File: src/rtl/mem_arbiter_pkg.sv
// Shared definitions for the main-memory arbiter, the cache controllers and the memory model.
package mem_defs;
  localparam int ADDR_WIDTH_DEF = 32;
  localparam int LINE_WIDTH_DEF = 128;

  localparam logic [1:0] IDLE  = 2'd0;
  localparam logic [1:0] ISSUE = 2'd1;
  localparam logic [1:0] WAIT  = 2'd2;
  localparam logic [1:0] RESP  = 2'd3;

  localparam logic OWNER_IC = 1'b0;
  localparam logic OWNER_DC = 1'b1;
endpackage

File: src/rtl/mem_arbiter_rr.sv
// Two-way round-robin pick between icache and dcache; remembers the last winner.
module rr_arbiter2
  import mem_defs::*;
(
  input  logic clk,
  input  logic rst,
  input  logic en,
  input  logic ic_req,
  input  logic dc_req,
  input  logic mask_ic,
  input  logic mask_dc,
  output logic gnt_vld,
  output logic gnt_owner
);
  logic last_q, last_d;
  logic ic_eff, dc_eff;

  always_comb begin
    ic_eff    = ic_req & ~mask_ic;
    dc_eff    = dc_req & ~mask_dc;
    gnt_vld   = en & (ic_eff | dc_eff);
    gnt_owner = OWNER_IC;
    // On a tie the side that did not win last time gets the port.
    if (dc_eff && (!ic_eff || last_q == OWNER_IC)) gnt_owner = OWNER_DC;
    last_d    = gnt_vld ? gnt_owner : last_q;
  end

  always_ff @(posedge clk or posedge rst) begin
    if (rst) last_q <= OWNER_DC;
    else     last_q <= last_d;
  end
endmodule

File: src/rtl/mem_arbiter.sv
// Shares the single main-memory port between icache refill and dcache refill/write-back.
module mem_arbiter
  import mem_defs::*;
#(
  parameter int ADDR_WIDTH = ADDR_WIDTH_DEF,
  parameter int LINE_WIDTH = LINE_WIDTH_DEF
) (
  input  logic                  clk,
  input  logic                  rst,
  input  logic                  ic_req,
  input  logic [ADDR_WIDTH-1:0] ic_addr,
  output logic                  ic_ack,
  output logic [LINE_WIDTH-1:0] ic_rdata,
  input  logic                  dc_req,
  input  logic                  dc_we,
  input  logic [ADDR_WIDTH-1:0] dc_addr,
  input  logic [LINE_WIDTH-1:0] dc_wdata,
  output logic                  dc_ack,
  output logic [LINE_WIDTH-1:0] dc_rdata,
  output logic                  mem_req,
  output logic                  mem_we,
  output logic [ADDR_WIDTH-1:0] mem_addr,
  output logic [LINE_WIDTH-1:0] mem_wdata,
  input  logic                  mem_ready,
  input  logic [LINE_WIDTH-1:0] mem_rdata,
  output logic                  busy
);
  logic [1:0]            state_q, state_d;
  logic                  owner_q, owner_d;
  logic                  mask_ic_q, mask_ic_d, mask_dc_q, mask_dc_d;
  logic                  mem_req_q, mem_req_d, mem_we_q, mem_we_d;
  logic [ADDR_WIDTH-1:0] mem_addr_q, mem_addr_d;
  logic [LINE_WIDTH-1:0] mem_wdata_q, mem_wdata_d;
  logic                  ic_ack_q, ic_ack_d, dc_ack_q, dc_ack_d;
  logic [LINE_WIDTH-1:0] ic_rdata_q, ic_rdata_d, dc_rdata_q, dc_rdata_d;
  logic                  busy_q, busy_d;
  logic                  gnt_vld, gnt_owner;

  rr_arbiter2 u_rr (
    .clk       (clk),
    .rst       (rst),
    .en        (state_q == IDLE),
    .ic_req    (ic_req),
    .dc_req    (dc_req),
    .mask_ic   (mask_ic_q),
    .mask_dc   (mask_dc_q),
    .gnt_vld   (gnt_vld),
    .gnt_owner (gnt_owner)
  );

  always_comb begin
    state_d     = state_q;
    owner_d     = owner_q;
    mask_ic_d   = mask_ic_q;
    mask_dc_d   = mask_dc_q;
    mem_req_d   = 1'b0;
    mem_we_d    = mem_we_q;
    mem_addr_d  = mem_addr_q;
    mem_wdata_d = mem_wdata_q;
    ic_ack_d    = 1'b0;
    dc_ack_d    = 1'b0;
    ic_rdata_d  = ic_rdata_q;
    dc_rdata_d  = dc_rdata_q;
    case (state_q)
      IDLE: begin
        mask_ic_d = 1'b0;
        mask_dc_d = 1'b0;
        if (gnt_vld) begin
          owner_d     = gnt_owner;
          mem_req_d   = 1'b1;
          mem_addr_d  = (gnt_owner == OWNER_DC) ? dc_addr : ic_addr;
          mem_we_d    = (gnt_owner == OWNER_DC) ? dc_we : 1'b0;
          mem_wdata_d = (gnt_owner == OWNER_DC) ? dc_wdata : '0;
          state_d     = ISSUE;
        end
      end
      ISSUE: state_d = WAIT;
      WAIT: begin
        if (mem_ready) begin
          state_d = RESP;
          if (owner_q == OWNER_IC) begin
            ic_rdata_d = mem_rdata;
            ic_ack_d   = 1'b1;
          end else begin
            // Write-backs are acked but must not disturb the last read line.
            if (!mem_we_q) dc_rdata_d = mem_rdata;
            dc_ack_d = 1'b1;
          end
        end
      end
      RESP: begin
        state_d = IDLE;
        if (owner_q == OWNER_IC) mask_ic_d = 1'b1;
        else                     mask_dc_d = 1'b1;
      end
      default: state_d = IDLE;
    endcase
    busy_d = (state_d != IDLE);
  end

  always_ff @(posedge clk or posedge rst) begin
    if (rst) begin
      state_q     <= IDLE;
      owner_q     <= OWNER_IC;
      mask_ic_q   <= 1'b0;
      mask_dc_q   <= 1'b0;
      mem_req_q   <= 1'b0;
      mem_we_q    <= 1'b0;
      mem_addr_q  <= '0;
      mem_wdata_q <= '0;
      ic_ack_q    <= 1'b0;
      dc_ack_q    <= 1'b0;
      ic_rdata_q  <= '0;
      dc_rdata_q  <= '0;
      busy_q      <= 1'b0;
    end else begin
      state_q     <= state_d;
      owner_q     <= owner_d;
      mask_ic_q   <= mask_ic_d;
      mask_dc_q   <= mask_dc_d;
      mem_req_q   <= mem_req_d;
      mem_we_q    <= mem_we_d;
      mem_addr_q  <= mem_addr_d;
      mem_wdata_q <= mem_wdata_d;
      ic_ack_q    <= ic_ack_d;
      dc_ack_q    <= dc_ack_d;
      ic_rdata_q  <= ic_rdata_d;
      dc_rdata_q  <= dc_rdata_d;
      busy_q      <= busy_d;
    end
  end

  assign mem_req   = mem_req_q;
  assign mem_we    = mem_we_q;
  assign mem_addr  = mem_addr_q;
  assign mem_wdata = mem_wdata_q;
  assign ic_ack    = ic_ack_q;
  assign dc_ack    = dc_ack_q;
  assign ic_rdata  = ic_rdata_q;
  assign dc_rdata  = dc_rdata_q;
  assign busy      = busy_q;
endmodule

File: config.mk
export PLATFORM = sky130hd
export DESIGN_NAME = mem_arbiter
export DESIGN_NICKNAME = d
export VERILOG_FILES = /design/src/rtl/mem_arbiter_pkg.sv /design/src/rtl/mem_arbiter_rr.sv /design/src/rtl/mem_arbiter.sv
export SDC_FILE = /design/constraint.sdc
export NUM_CORES = 1
export LEC_CHECK = 0
export CAP_MARGIN = 30
export CORE_AREA = 2 2 291 293
export DETAILED_ROUTE_END_ITERATION = 7
export DIE_AREA = 0 0 293 295
export PLACE_DENSITY = 0.55
export SLEW_MARGIN = 30
export SYNTH_ARGS = -nofsm -noshare
export SYNTH_HDL_FRONTEND = slang
export SYNTH_HIERARCHICAL = 1
export SYNTH_SLANG_ARGS = --single-unit
File: constraint.sdc
create_clock -name clk -period 15.7 [get_ports clk]
set_clock_uncertainty 0.1 [all_clocks]
set_input_delay 3.14 -clock clk [delete_from_list [all_inputs] [get_ports clk]]
set_output_delay 3.14 -clock clk [all_outputs]
set_load 0.01 [all_outputs]
# After elaboration in Yosys (flattened, before gate mapping)
# Cells that the tools add are included.
# totals
wordCells	58
ff_bits	427
out_inout_bits	421
# op_classes
bitwise_logic	9
n_reduce_logical	11
n_mux	19
eq_ne	5
# ops
op	n
2-to-1 mux 128 bit	1
2-to-1 mux 32 bit	1
2-to-1 mux 1 bit	12
one-hot mux 2 bit (4 select lines)	1
AND reduction 2 bit	3
inverter 1 bit	5
== test 2 bit (second input constant)	2
2-to-1 mux 2 bit	2
inequality test 2 bit (second input constant)	2
one-hot mux 1 bit (2 select lines)	2
AND reduction 4 bit	1
nonzero test 2 bit	2
bitwise AND 1 bit	3
AND reduction 3 bit	1
== test 2 x 1 -> 1 bit (second input constant)	1
zero test 2 bit	1
logical AND 1 bit	1
zero test 1 bit	1
logical OR 1 bit	1
bitwise OR 1 bit	1

# Longest topological paths before layout
# depth
word_depth	7
ltp_mapped	10

# Modules after synthesis
# The synthesis kept the hierarchy.
# by_module_without_submodules
mod	seq_area_each_um2	cells_each	area_each_um2	instances
mem_arbiter	10660.2	1267	16474.6	1
rr_arbiter2	26.3	10	87.6	1

# Worst setup path after synthesis
# OpenSTA, ideal clock, no wires.
# synth_path
path_kind	in2reg
from	in dc_req
to	reg owner_q
t_arrival_ps	4379
n_path_buf	3
stages	7
setup_slack_ps	11096
cell_sequence	nand2b_1 > a21boi_2 > or3b_1 > buf_6 > buf_6 > buf_6 > mux2_4
# synth_via
elab_chain_cells	4
elab_cells_between_ends	6
classes_between	mux: 1; bitwise: 3; reduce/logical: 2
# synth_lines
element	line	source
start: declaration	mem_arbiter.sv:14	input logic dc_req,
bitwise AND 1 bit	mem_arbiter_rr.sv:20	dc_eff = dc_req & ~mask_dc;
bitwise OR 1 bit	mem_arbiter_rr.sv:21	gnt_vld = en & (ic_eff | dc_eff);
bitwise AND 1 bit	mem_arbiter_rr.sv:21	
via gnt_vld	mem_arbiter.sv:37	logic gnt_vld, gnt_owner;
AND reduction 2 bit (no source line)	--	
end signal: assignment	mem_arbiter.sv:118	owner_q <= owner_d;
end: declaration	mem_arbiter.sv:29	logic owner_q, owner_d;
# The timed path passes the listed nets, and every way through them passes these cells.
# A chain may end at the register's enable or synchronous reset.

# Worst setup path after layout
# layout_path
from	in mem_ready
to	reg ic_rdata_q[54] (netlist: ic_rdata[54])
# layout_via
elab_chain_cells	1
# layout_lines
element	line	source
start: declaration	mem_arbiter.sv:24	input logic mem_ready,
AND reduction 3 bit (no source line)	--	
end signal: assignment	mem_arbiter.sv:127	ic_rdata_q <= ic_rdata_d;
end: declaration	mem_arbiter.sv:35	logic [LINE_WIDTH-1:0] ic_rdata_q, ic_rdata_d, dc_rdata_q, dc_rdata_d;
# Every way passes these cells.

==> impl_results.md <==
* Setup WS post-layout at 10290 ps
* Hold_ws at between 300 and 400 ps
* Pre-CTS setup slack at 9190 ps
* Syn Area/Cell at between 10 and 15 um^2
* Synth area leader: dfrtp_1
* Std-Cell Rows at ~110
* Final hold violation count at 0
* CTS resizes at 0
* Setup-failing EPs final at 0
* Vias in the first global route at between 10000 and 15000
* Multiplexer area fraction after synthesis at about a fifth
* Crit path kind: primary input to flop
* Yosys top cell area share at about 64%
* Setup Buffers After CTS at 0
* Gpl congestion at about 0.80
* Sink Count at between 400 and 500
* Leak pwr at about 11 nW
* Netlist cell types at 29
* Total negative slack at 0 ps
* H-tree depth at 2
* Initial Util at roughly a fifth
* Status: finished, final reports clean
* Dominant cells by area after synthesis: dfrtp_1, mux2_2, nand2_1, o21ai_1, buf_6
* Crit path max fanout at 74
* Root Driver: clkbuf_16
* Compound-cell area share of the yosys netlist at just over 5%
* Largest family of logic cells by synthesized area: multiplexers
* Xor and xnor area share after synthesis at 0.0529%
* Post-Layout Cell Count at approximately 3100
* Syn nets at approximately 1600
* PwrDens at about 200 mW/mm^2
* Port bufs at 746
* Sequential element share of the synthesized area at approximately 65%
* Fraction of layout cells with a size suffix above 1 at roughly 18%
* Synth Area in Adders at 0%
* Post-synthesis cell area at ~0.017 mm^2
* Worst VDD drop at approximately 0.086 mV
* Synthesized instance count at ~1300
* Worst Hold Class: flop to flop
* CP endpoint kind: flop
* Fin crit share at 34.5%
* Detail Route Antenna Nets at 0
* Final core area utilization at 32.0%
* Grt ovf at 0
* Register area at approximately 0.011 mm^2
* Placed Instance Area at about 0.025 mm^2
* Die Ht at around 300 um
* Gr usage total at around 12%
* Worst EP required at ~16000 ps
* Clock transition at the registers of the reported paths at about 60 ps
* Multi-input logic area at between 0.005 and 0.006 mm^2
* Total CTS buffers at 49
* IO Count at approximately 750
* Layout area overhead at 60.9%
* Pins over their slew limit at 0
* Routed vias/inst at between 3 and 4
* Post-DP HPWL at 41.4 mm
* Largest net degree at the start of global routing at 107
* Crit path launch type: primary input
* Antenna violations before repair at 7
* Initial DRC count at between 400 and 500
* Fillers at a little over 8000
* Worst Tran Pin Value at roughly 900 ps
* Routed wire length at around 56 mm
* CTS tree: done
* Worst Path Arrival at 5760 ps
* Hold-fix buffers, CTS at 0
* # nets final at 2334
* ANT cells at 0
* Post-route cell area at 0.0266 mm^2
* DRC at 0
* Seq cells post-synth at 427
* Post-DR wirelength/cell at roughly 18 um
* DP Cell Count at 3034
* Core area at between 0.08 and 0.09 mm^2
* First-pass GRT wire length at approximately 83 mm
* DR vias at ~12000
* RSZ-0062 raised after global routing: no
* Max-cap viol count at 0
* Slew Limit Headroom at about two fifths
* Ys Warns at 6
* Max clock buf depth at 3
* Die Area at 0.0864 mm^2
* Post-synthesis simple-gate area fraction at under 10%
* Initial DRT Pass Iterations at 6
* Worst-Skew Late Latency at a little under 600 ps
* Tot Pwr at around 5.3 mW
* Maximum achievable frequency at ~180 MHz
* Die X at between 200 and 300 um
* Tmin final at about 5400 ps
==> state kept, by name, indices dropped and copies added (netlist names) <==
signal	count
state_q	2
mem_wdata	128
u_rr/last_q	1
owner_q	1
dc_rdata	128
ic_ack	1
mask_dc_q	1
mem_req	1
ic_rdata	128
mem_addr	32
mask_ic_q	1
dc_ack	1
mem_we	1
busy	1
==> Yosys cell counts <==
cell type,n
inv_1,4
o21ai_1,159
and4b_1,1
o21ai_0,3
mux2i_1,33
and2b_1,1
buf_2,14
a21o_1,1
or2b_1,1
xor2_1,1
buf_6,31
nand2b_1,2
nor2b_1,1
or2_2,1
buf_4,6
a21boi_2,1
and4bb_2,1
a22o_1,1
or3b_1,1
mux2_4,1
mux2_2,256
nand2_1,292
dfstp_2,1
nand3b_1,1
clkbuf_1,33
nor2_1,2
o2bb2ai_1,1
dfrtp_1,426
a31oi_1,1
==> layout make-up <==
type                    count  share of cell area (%)
clock buffers              72                    5.42
clock inverters            16                   0.573
inverters                   4                  0.0845
multi-input cells         762                    19.9
flip-flops and latches    427                    40.1
well taps                1080                    5.07
repair buffers            764                    28.9
==> cells in the final DEF (no fill, tap or decap), types with 4 or more instances in the layout <==
master / synthesis / final
dfrtp_1: 426 / 426
buf_12: 0 / 4
mux2i_1: 33 / 33
buf_4: 6 / 8
buf_6: 31 / 5
nand2_1: 292 / 292
clkdlybuf4s50_1: 0 / 746
mux2_2: 256 / 256
clkinv_2: 0 / 9
clkbuf_1: 33 / 11
clkbuf_8: 0 / 11
o21ai_1: 159 / 159
clkbuf_16: 0 / 50
==> final timing paths <==
kind	start	to	slack (ps)	cells after the start
worst max-delay path	mem_ready	ic_rdata[54]	10290	5
worst min register to register	mem_wdata[92]	mem_wdata[92]	380	2
min in group asynchronous	rst	u_rr/last_q	2970	2
max in group asynchronous	rst	dc_rdata[64]	10350	5
worst min-delay path	mem_wdata[92]	mem_wdata[92]	380	2
worst max register to register	state_q[0]	ic_rdata[54]	12790	4
==> worst max-delay path, stage by stage <==
cell,delay [ps]
clkdlybuf4s50_1,520
and4bb_4,230
buf_4,620
buf_6,620
mux2_2,420
==> where the power goes <==
| group | total [mW] | leakage [nW] | internal (mW) | switching [mW] |
|---|---|---|---|---|
| combinational | 2.28 | 4.89 | 1.33 | 0.954 |
| sequential | 1.90 | 5.30 | 1.61 | 0.292 |
| clock | 1.13 | 0.784 | 0.668 | 0.464 |
==> logic make-up after synthesis <==
family / Yosys count
and+or+nand+nor: 304
DFF: 427
muxes: 290
xor gates and xnor gates: 1
buffers and inverters: 88
AOI/OAI and AO/OA: 167
==> layer usage <==
metal  routed length [um]  global-route usage [%]  vias up  part of all wire (%)
li1                     -                       -     5773                     -
met1                20400                    13.3     5874                    37
met2                28200                    22.4      517                    51
met3                 5270                    4.77       92                   9.5
met4                 1680                    4.13        2                   3.0
met5                   13                       0        -                 0.023
Power figures use the tool's default switching activity.
==> patch: new RTL, same flow settings <==
Reset style: synchronous (`rst`), changed in 2 clocked blocks.
--- a/src/rtl/mem_arbiter_rr.sv
+++ b/src/rtl/mem_arbiter_rr.sv
@@ -25,7 +25,7 @@
     last_d    = gnt_vld ? gnt_owner : last_q;
   end
 
-  always_ff @(posedge clk or posedge rst) begin
+  always_ff @(posedge clk) begin
     if (rst) last_q <= OWNER_DC;
     else     last_q <= last_d;
   end
--- a/src/rtl/mem_arbiter.sv
+++ b/src/rtl/mem_arbiter.sv
@@ -98,7 +98,7 @@
     busy_d = (state_d != IDLE);
   end
 
-  always_ff @(posedge clk or posedge rst) begin
+  always_ff @(posedge clk) begin
     if (rst) begin
       state_q     <= IDLE;
       owner_q     <= OWNER_IC;
Function: differs if rst is asserted again (counterexample within 4 cycles, from zero or initial values and one cycle with rst high); with rst held inactive, the same outputs for 4 cycles.
==> patch against the original RTL <==
  * Sequential cell count did not move
  * Critical endpoint is now ic_rdata[127]
  * Area after synthesis fell by 0.72%
  * Wire length rose by 16%
  * Critical path type unchanged
  * Via count rose by 22%
  * Register-to-register slack got worse by 80 ps
  * Setup slack got worse by 11 ps
  * Design area fell by 0.60%
  * Sequential share of layout area fell by 7.8 points
Power is not compared: it rests on default switching activity, and its combinational part moved more than twofold at a synthesized area within 25%.
==> patch: results (changes against the original RTL) <==
metric,value,unit,change
multi-input gate count,1282,,was 762
Multi-input gate area,0.007202,sq mm,was 0.005296 sq mm
final period utilization,34.53,%,was 34.46%
asr flop ratio synth,0,%,was 100.0%
sequential area share after synthesis,51.99,%,was 64.52%
Inverters,1,,was 4
clock network area share,6.661,%,was 5.992%
Area Growth Syn to Fin,61.06,%,was 60.87%
Routed Wire Length,64.29,mm,was 55.54 mm
"Distinct cells, synth",28,,was 29
Post-Syn Area per Cell,8.793,sq um,was 12.97 sq um
met2 WL,31.37,mm,was 28.19 mm
critical path peak fanout,70,,was 74
synth top area cells,"dfxtp_1 52%, nand2b_1 9.8%, mux2i_1 9.8%, nand2_1 8.8%, a21oi_1 7.9%",,"was dfrtp_1 64%, mux2_2 17%, nand2_1 6.6%, o21ai_1 4.8%, buf_6 2.1%"
Via density,4.098,,was 3.923
status,"finished, final reports clean",,unchanged
Syn Nets,2196,,was 1603
Starting DRT DRC Count,535,,was 437
final std cells w/o fill,3647,,was 3125
Fin Hold WS,347.4,ps,was 381.7 ps
Register Area,0.008548,sq mm,was 0.01069 sq mm
initial antenna violation count,2,,was 7
bufs w/o clock,762,,was 764
largest stage delay on the critical path,790,ps,was 620 ps
Routability Congestion,0.7692,,was 0.8041
largest net degree at the start of global routing,195,,was 107
"setup slack, reg-to-reg",12710,ps,was 12790 ps
routed wl met3,5.847,mm,was 5.273 mm
Synth top cells by count,"427 x dfxtp_1, 387 x nand2_1, 260 x a21oi_1",,"was 426 x dfrtp_1, 292 x nand2_1, 256 x mux2_2"
1st-pass router iterations,4,,was 6
patch: changes by cell type in the layout (fill, tap and decap cells not counted), sizes merged, moves of 95 or more:
cell    before  now
nand3        0  130
mux2       257    0
dfxtp        0  427
mux2i       33  161
nand2      292  387
o21ai      162    2
nand2b       2  258
dfrtp      426    0
a21oi        0  260
patch: worst paths after layout:
path	cells past startpoint	endpoint	from
setup / recovery	6	ic_rdata[127]	mem_ready
hold / removal	2	mem_wdata[85]	mem_wdata[85]
setup reg to reg	5	ic_rdata[127]	state_q[1]
hold reg to reg	2	mem_wdata[85]	mem_wdata[85]
patch: logic make-up (layout without fill, tap and decap cells):
family	count (synthesis)	after routing	synth area share, %
and+or+nand+nor	823	823	24.09
muxes	161	161	9.801
xor gates and xnor gates	1	1	0.05327
AOI/OAI and AO/OA	297	297	9.572
other	0	1	0
DFF	427	427	51.99
buffers and inverters	161	857	4.497
